===== config.mk =====
export PLATFORM = sky130hd
export DESIGN_NAME = crop_window_flat
export DESIGN_NICKNAME = d
export VERILOG_FILES = /design/src/rtl/crop_window_if.sv /design/src/rtl/crop_window.sv /design/src/flat_wrapper.sv
export SDC_FILE = /design/constraint.sdc
export NUM_CORES = 1
export LEC_CHECK = 0
export CORE_ASPECT_RATIO = 0.6
export CORE_UTILIZATION = 40
export CTS_CLUSTER_SIZE = 8
export DETAILED_ROUTE_END_ITERATION = 8
export PLACE_DENSITY = 0.72
export SETUP_SLACK_MARGIN = 0.15
export SKIP_CTS_REPAIR_TIMING = 1
export SYNTH_ARGS = -nofsm -noshare
export SYNTH_HDL_FRONTEND = slang
export SYNTH_SLANG_ARGS = --single-unit

===== constraint.sdc =====
create_clock -name clk -period 3.6 [get_ports clk]
set_input_delay 0.54 -clock clk [delete_from_list [all_inputs] [get_ports clk]]
set_output_delay 0.54 -clock clk [all_outputs]
set_load 0.03 [all_outputs]

===== src/rtl/crop_window_if.sv =====
// Pixel stream bundle for crop_window: input stream, cropped output stream, frame pulse.
// Optional out_last exists only when CROP_LAST_EN is defined.
interface crop_window_if #(
    parameter int DATA_WIDTH = 12
);
    logic [DATA_WIDTH-1:0] in_data;
    logic                  in_valid;
    logic                  in_ready;
    logic [DATA_WIDTH-1:0] out_data;
    logic                  out_valid;
    logic                  out_ready;
    logic                  frame_done;
`ifdef CROP_LAST_EN
    logic                  out_last;
`endif

    // master: pixel source / downstream sink side
    modport master (
        output in_data, in_valid, out_ready,
        input  in_ready, out_data, out_valid, frame_done
`ifdef CROP_LAST_EN
        , input out_last
`endif
    );

    // slave: the crop block itself
    modport slave (
        input  in_data, in_valid, out_ready,
        output in_ready, out_data, out_valid, frame_done
`ifdef CROP_LAST_EN
        , output out_last
`endif
    );
endinterface


===== src/rtl/crop_window.sv =====
// Raster crop: keeps the CROP_W x CROP_H window at (CROP_X,CROP_Y), 1-cycle latency,
// single output register; in_ready = !out_valid || out_ready. Define CROP_LAST_EN for out_last.
module crop_window #(
    parameter int DATA_WIDTH = 12,
    parameter int IMG_WIDTH  = 64,
    parameter int IMG_HEIGHT = 64,
    parameter int CROP_X     = 0,
    parameter int CROP_Y     = 0,
    parameter int CROP_W     = 20,
    parameter int CROP_H     = 20
) (
    input  logic         clk,
    input  logic         reset,
    crop_window_if.slave bus
);
    localparam int CW = (IMG_WIDTH  > 1) ? $clog2(IMG_WIDTH)  : 1;
    localparam int RW = (IMG_HEIGHT > 1) ? $clog2(IMG_HEIGHT) : 1;

    logic [CW-1:0]         col_q, col_d;
    logic [RW-1:0]         row_q, row_d;
    logic [DATA_WIDTH-1:0] data_q, data_d;
    logic                  vld_q, vld_d;
    logic                  done_q, done_d;

    logic in_xfer, out_xfer, keep, col_end, row_end;
    int   col_i, row_i;

    assign col_i    = int'(col_q);
    assign row_i    = int'(row_q);
    assign col_end  = (col_i == IMG_WIDTH - 1);
    assign row_end  = (row_i == IMG_HEIGHT - 1);
    assign keep     = (col_i >= CROP_X) && (col_i < CROP_X + CROP_W) &&
                      (row_i >= CROP_Y) && (row_i < CROP_Y + CROP_H);

    assign bus.in_ready   = !vld_q || bus.out_ready;
    assign in_xfer        = bus.in_valid && bus.in_ready;
    assign out_xfer       = vld_q && bus.out_ready;
    assign bus.out_data   = data_q;
    assign bus.out_valid  = vld_q;
    assign bus.frame_done = done_q;

`ifdef CROP_LAST_EN
    logic last_q, last_d;
    assign bus.out_last = last_q;
`endif

    always_comb begin
        col_d  = col_q;
        row_d  = row_q;
        data_d = data_q;
        vld_d  = vld_q;
        done_d = 1'b0;
`ifdef CROP_LAST_EN
        last_d = last_q;
`endif
        if (out_xfer) begin
            vld_d = 1'b0;
        end
        if (in_xfer) begin
            // counters wrap explicitly so non-power-of-two sizes never overrun
            col_d  = col_end ? '0 : col_q + CW'(1);
            if (col_end) begin
                row_d = row_end ? '0 : row_q + RW'(1);
            end
            done_d = col_end && row_end;
            if (keep) begin
                data_d = bus.in_data;
                vld_d  = 1'b1;
`ifdef CROP_LAST_EN
                last_d = (col_i == CROP_X + CROP_W - 1) && (row_i == CROP_Y + CROP_H - 1);
`endif
            end
        end
    end

    always_ff @(posedge clk) begin
        if (reset) begin
            col_q  <= '0;
            row_q  <= '0;
            data_q <= '0;
            vld_q  <= 1'b0;
            done_q <= 1'b0;
`ifdef CROP_LAST_EN
            last_q <= 1'b0;
`endif
        end else begin
            col_q  <= col_d;
            row_q  <= row_d;
            data_q <= data_d;
            vld_q  <= vld_d;
            done_q <= done_d;
`ifdef CROP_LAST_EN
            last_q <= last_d;
`endif
        end
    end
endmodule


===== src/flat_wrapper.sv =====
// flat-port wrapper written by rule: the top's interface ports become plain ports
module crop_window_flat 
#(
    parameter int DATA_WIDTH = 12,
    parameter int IMG_WIDTH  = 64,
    parameter int IMG_HEIGHT = 64,
    parameter int CROP_X     = 0,
    parameter int CROP_Y     = 0,
    parameter int CROP_W     = 20,
    parameter int CROP_H     = 20
)
  (clk, reset, bus_in_data, bus_in_valid, bus_out_ready, bus_in_ready, bus_out_data, bus_out_valid, bus_frame_done);
  crop_window_if #(.DATA_WIDTH(DATA_WIDTH)) bus_i ();
  input  logic clk;
  input  logic reset;
  input wire logic [$bits(bus_i.in_data)-1:0] bus_in_data;
  input wire logic [$bits(bus_i.in_valid)-1:0] bus_in_valid;
  input wire logic [$bits(bus_i.out_ready)-1:0] bus_out_ready;
  output wire logic [$bits(bus_i.in_ready)-1:0] bus_in_ready;
  output wire logic [$bits(bus_i.out_data)-1:0] bus_out_data;
  output wire logic [$bits(bus_i.out_valid)-1:0] bus_out_valid;
  output wire logic [$bits(bus_i.frame_done)-1:0] bus_frame_done;
  assign bus_i.in_data = bus_in_data;
  assign bus_i.in_valid = bus_in_valid;
  assign bus_i.out_ready = bus_out_ready;
  assign bus_in_ready = bus_i.in_ready;
  assign bus_out_data = bus_i.out_data;
  assign bus_out_valid = bus_i.out_valid;
  assign bus_frame_done = bus_i.frame_done;
  crop_window #(.DATA_WIDTH(DATA_WIDTH), .IMG_WIDTH(IMG_WIDTH), .IMG_HEIGHT(IMG_HEIGHT), .CROP_X(CROP_X), .CROP_Y(CROP_Y), .CROP_W(CROP_W), .CROP_H(CROP_H)) u_core (.clk(clk), .reset(reset), .bus(bus_i));
endmodule

### Word-level counts from Yosys, hierarchy flattened

Cells that the tools add are included.

| word-level totals | value |
|---|---|
| logic and storage cells | 30 |
| bits in registers | 26 |
| output and inout port bits | 15 |

| operators by class | value |
|---|---|
| bitwise operators | 1 |
| order comparisons | 4 |
| $add $sub $neg | 2 |
| eq/ne operators | 2 |
| muxes and demuxes | 5 |
| reduce and logical (&&, ||, !) cells | 11 |

Operators with widths:

| operator | count |
|---|---|
| 6-bit by 1-bit adder with 6-bit output (second input constant) | 2 |
| 6-bit by 1-bit == test with 1-bit output (second input constant) | 2 |
| 6-bit by 1-bit greater-or-equal comparator with 1-bit output (second input constant) | 2 |
| 6-bit by 5-bit less-than comparator with 1-bit output (second input constant) | 2 |
| 6-bit 2-to-1 mux | 2 |
| 1-bit logical AND | 6 |
| 2-bit AND reduction | 2 |
| 1-bit 2-to-1 mux | 3 |
| 2-bit OR reduction | 1 |
| 1-bit logical NOT | 1 |
| 1-bit logical OR | 1 |
| 1-bit inverter | 1 |

### Depth between registers and ports, before layout

| depth | value |
|---|---|
| depth after elaboration | 6 |
| depth in mapped cells | 6 |

### Least setup slack after synthesis

Ideal clock, no wire load.

| timing path | value |
|---|---|
| path kind | in2reg |
| start point | input port bus_out_ready |
| end point | register u_core.vld_q (netlist: u_core.bus.out_valid) |
| arrival time | 1.578 ns |
| cell stages on the path | 6 |
| buffers on the path | 2 |
| required time | 3.485 ns |
| setup slack | 1.907 ns |
| cell sequence | and2b_1 -> nor2_1 -> and4_1 -> buf_2 -> buf_4 -> o21ba_2 |

| between the ends | value |
|---|---|
| word-level cells in the longest chain between the ends | 4 |
| elaborated cells on any way between the ends | 6 |
| classes of those cells | mux: 3; reduce/logical: 3 |

Ends and longest elaborated chain:

| element | line | source |
|---|---|---|
| start: declaration | flat_wrapper.sv:18 | `input wire logic [$bits(bus_i.out_ready)-1:0] bus_out_ready;` |
| 1-bit logical AND | crop_window.sv:37 | `assign out_xfer = vld_q && bus.out_ready;` |
| 1-bit 2-to-1 mux | crop_window.sv:56 | `if (out_xfer) begin` |
| 1-bit 2-to-1 mux | crop_window.sv:66 | `if (keep) begin` |
| 1-bit 2-to-1 mux * | crop_window.sv:59 | `if (in_xfer) begin` |
| end signal: assignment | crop_window.sv:90 | `vld_q <= vld_d;` |
| end: declaration | crop_window.sv:22 | `logic vld_q, vld_d;` |

Mark *: on every way between the ends. The rest lies on a longest branch, timed or not.
A chain may end at the register's enable or synchronous reset.

### Worst setup path in the final report

| timing path | value |
|---|---|
| start point | input port bus_out_ready |
| end point | output port bus_in_ready |

| between the ends | value |
|---|---|
| word-level cells in the longest chain between the ends | 1 |

Ends and longest elaborated chain:

| element | line | source |
|---|---|---|
| 1-bit logical OR | crop_window.sv:35 | `assign bus.in_ready = !vld_q \|\| bus.out_ready;` |
| end: declaration | flat_wrapper.sv:19 | `output wire logic [$bits(bus_i.in_ready)-1:0] bus_in_ready;` |

Every way passes these cells.

==> impl_metrics.csv <==
group,metric,value,unit
floorplanning,floorplan.initialDensity,0.422,
placement,routabilityCongestion,0.818,
placement,numPortBuffers,30,
worst_setup_path,crit_type,"in2out",
floorplanning,die_height,44.8,um
grt,number_of_antenna_violations_at_the_first_check_in_global_routing,0,
logic_synthesis,synth.yosys.warnings,0,
grt,grt_util_all_layers,0.162,
worst_setup_path,critPathTopFamily,"buffers and inverters",
hold_path,worst_min_delay_path_class,"reg2reg",
worst_setup_path,arrival,2.04,ns
clocking,clock_tree.root_cell,"sky130_fd_sc_hd__clkbuf_8",
floorplanning,die-area,3280,um^2
final_layout,final_nets,179,
worst_setup_path,crit-reg2reg-capture,"u_core.bus.out_data[8]$_SDFFE_PP0P_",
worst_setup_path,timing.critical_path.mode_cell,"sky130_fd_sc_hd__clkdlybuf4s50_1",
clocking,tritoncts_num_sinks,26,
logic_synthesis,asyncSetResetFlopFracSynth,0,
final_layout,share_of_final_layout_standard_cells_stronger_than_drive_strength_1,0.0688,
worst_setup_path,worst_path_largest_cell_delay,0.68,ns
logic_synthesis,synth-edff-count,0,
hold_path,worstHoldEndpoint,"u_core.bus.out_data[3]$_SDFFE_PP0P_",
worst_setup_path,timing.critical_path.buf_inv,3,
logic_synthesis,commonest_cells_in_the_synthesized_netlist,"26 x sky130_fd_sc_hd__dfxtp_1, 24 x sky130_fd_sc_hd__nand2b_1, 13 x sky130_fd_sc_hd__mux2i_1, 8 x sky130_fd_sc_hd__nand2_1, 8 x sky130_fd_sc_hd__nor2_1",
sta,slew_headroom,0.290,
logic_synthesis,post-synth-top-count-cell,"sky130_fd_sc_hd__dfxtp_1",
worst_setup_path,critical_path.slowest_cell,"sky130_fd_sc_hd__clkdlybuf4s50_1",
floorplanning,top_level_ports,31,
logic_synthesis,synth.lib_cells_used.distinct,33,
worst_setup_path,worst_r2r_startpoint,"u_core.bus.out_valid$_SDFF_PP0_",
logic_synthesis,avgSynthCellArea,9.23,um^2
route,wl_per_cell,12.4,um
logic_synthesis,syn_nets,150,
placement,detailedPlacementHpwl,1.78,mm
sta,finalCritPeriodShare,0.716,
logic_synthesis,synth_top_flop_cell,"sky130_fd_sc_hd__dfxtp_1",
sta,grt_setup_unrepaired,"false",
final_layout,antenna_cells,0,
logic_synthesis,syn_inst_count,132,
pwr,maximum_vdd_ir_drop,0.000238,V
logic_synthesis,synth.area.top_cells,"sky130_fd_sc_hd__dfxtp_1 43%, sky130_fd_sc_hd__nand2b_1 12%, sky130_fd_sc_hd__mux2i_1 11%",
run_status,status,"finished, final reports clean",
route,viasPerCell,4.94,
worst_setup_path,crit_path_max_fanout,9,
final_layout,filler_cell_count,263,
sta,actual_transition_at_the_worst_max_transition_pin,1.06,ns
route,firstDrtPassIters,4,
worst_setup_path,setup.reg_to_reg.worst_slack,1.89,ns
floorplanning,row_count,15,
route,postRouteAntennaNets,0,
pwr,leakagePower,0.614,nW
logic_synthesis,fraction_of_synthesized_cell_area_taken_by_the_top_area_cell_type,0.427,
sta,hold_viol_final,0,
worst_setup_path,cp_data_required_time,3.06,ns
flow_run,max_cap_violation_count,0,
sta,setup-violations-final,0,
floorplanning,core_area,2890,um^2
final_layout,area_growth,32.5,%
clocking,cts_inserted_buffers,3,
logic_synthesis,ys_ff_latch,26,
route,detailroute.via_count,997,
grt,grt_pass1_wl,3.97,mm
route,post_route_drc_violation_count,0,
worst_setup_path,critical_path.startpoint_type,"input pin",
logic_synthesis,synth.yosys.seq_area_share,0.427,
clocking,clk_pin_slew,0.09,ns
grt,maximum_number_of_pins_on_one_net_before_global_route_repair,39,
route,wirelength,2.50,mm
logic_synthesis,cell_accounting_for_the_most_synthesized_area,"sky130_fd_sc_hd__dfxtp_1",
sta,max_freq,388,MHz
sta,finalMaxSlewViolations,0,
clocking,htreeDepth,1,
clocking,insertion_delay,0.27,ns
clocking,cts_tree,"built",
worst_setup_path,cp_cell_sequence,"clkdlybuf4s50_1, and2b_1, inv_6, clkdlybuf4s50_1",
hold_path,hp-start,"u_core.bus.out_data[3]$_SDFFE_PP0P_",
grt,grt.overflow.total,0,
sta,layout_min_cycle_time,2.58,ns
pwr,power_density,399,nW/um^2
worst_setup_path,critPathCaptureType,"output port",
sta,final.hold.worst_slack,0.475,ns
floorplanning,dieWidth,73.3,um
sta,finalClockSkew,0.00686,ns
route,initialDrtViolationCount,48,
hold_path,timing.hold.worst_path_depth,2,
grt,via_count_of_the_first_global_routing_pass,858,
worst_setup_path,worstRegToRegCells,4,
clocking,max-clock-path-buffers,2,
sta,tns,0,ns
logic_synthesis,syn-cell-area,1220,um^2
==> report_power, final <==
group	internal (mW)	switching, mW	total, mW
sequential	0.300	0.00764	0.308
combinational	0.0491	0.0494	0.0984
clock	0.149	0.0895	0.238
total	0.498	0.147	0.644
==> worst reg2reg max path, delay by kind of cell, from the launching register on <==
kind | cells | cell delay (ns)
AND/OR/NAND/NOR | 3 | 1.05
flip-flops | 1 | 0.32
multiplexers | 1 | 0.26
==> cell families after synthesis <==
| logic type | count (synthesis) | share of synthesized area |
|---|---|---|
| flops | 26 | 0.427 |
| mux | 13 | 0.107 |
| buf+inv | 9 | 0.0359 |
| compound gates | 14 | 0.0698 |
| fa+ha+maj | 2 | 0.0205 |
| xor+xnor | 5 | 0.0359 |
| simple gates | 63 | 0.304 |
==> layout make-up <==
type / count / area [um^2] / share of cell area
Clock buffer: 3 / 41.3 / 0.0256
Clock inverter: 1 / 30.0 / 0.0186
Inverter: 3 / 16.3 / 0.0101
Multi-Input combinational cell: 97 / 654 / 0.405
Sequential cell: 26 / 520 / 0.322
Tap cell: 42 / 52.6 / 0.0325
Timing Repair Buffer: 30 / 300 / 0.186
==> routing by layer <==
layer | up-vias | routed length, um | track usage
li1 | 510 | - | -
met1 | 456 | 1340 | 0.222
met2 | 29 | 1050 | 0.254
met3 | 2 | 115 | 0.0558
met4 | 0 | 4 | 0.0235
met5 | - | 0 | 0
==> through the flow <==
| step | cells | worst slack [ns] | utilization | power (mW) | instance area [um^2] |
|---|---|---|---|---|---|
| after global routing | 202 | 0.962 | 0.559 | 0.674 | 1620 |
| final | 202 | 1.02 | 0.559 | 0.644 | 1620 |
| after global placement | 198 | 1.02 | 0.534 | 0.410 | 1540 |
| after CTS | 202 | 1.01 | 0.559 | 0.654 | 1620 |
| after detailed placement | 198 | 1.03 | 0.534 | 0.413 | 1540 |
| after floorplan | 132 | 1.91 | - | 0.370 | 1220 |
==> worst max-delay path by stage <==
stage | endpoint | cells past startpoint | startpoint
2_1_floorplan | u_core.bus.out_valid$_SDFF_PP0_ | 6 | bus_out_ready
3_3_place_gp | bus_in_ready | 4 | bus_out_ready
3_5_place_dp | bus_in_ready | 4 | bus_out_ready
4_1_cts | bus_in_ready | 4 | bus_out_ready
5_1_grt | bus_in_ready | 4 | bus_out_ready
6_report | bus_in_ready | 4 | bus_out_ready
==> cells in the final DEF, fill, tap and decap left out, types with 2 or more instances in the layout <==
cell and count:
sky130_fd_sc_hd__and3_1 2, sky130_fd_sc_hd__nand2_1 8, sky130_fd_sc_hd__inv_1 2, sky130_fd_sc_hd__nand4_1 3, sky130_fd_sc_hd__nand2b_1 24, sky130_fd_sc_hd__nor3_1 2, sky130_fd_sc_hd__or3_1 2, sky130_fd_sc_hd__clkdlybuf4s50_1 30
sky130_fd_sc_hd__dfxtp_1 26, sky130_fd_sc_hd__o21ai_0 3, sky130_fd_sc_hd__mux2i_1 13, sky130_fd_sc_hd__ha_1 2, sky130_fd_sc_hd__nand3_1 5, sky130_fd_sc_hd__a21oi_1 6, sky130_fd_sc_hd__clkbuf_8 3, sky130_fd_sc_hd__xor2_1 5
sky130_fd_sc_hd__nor2_1 8
==> registers in the layout, indices dropped and copies added (netlist names) <==
register and cells:
u_core.bus.out_valid 1, u_core.bus.frame_done 1, u_core.row_q 6, u_core.col_q 6, u_core.bus.out_data 12
Note: power is estimated with default switching activity, not from simulation.
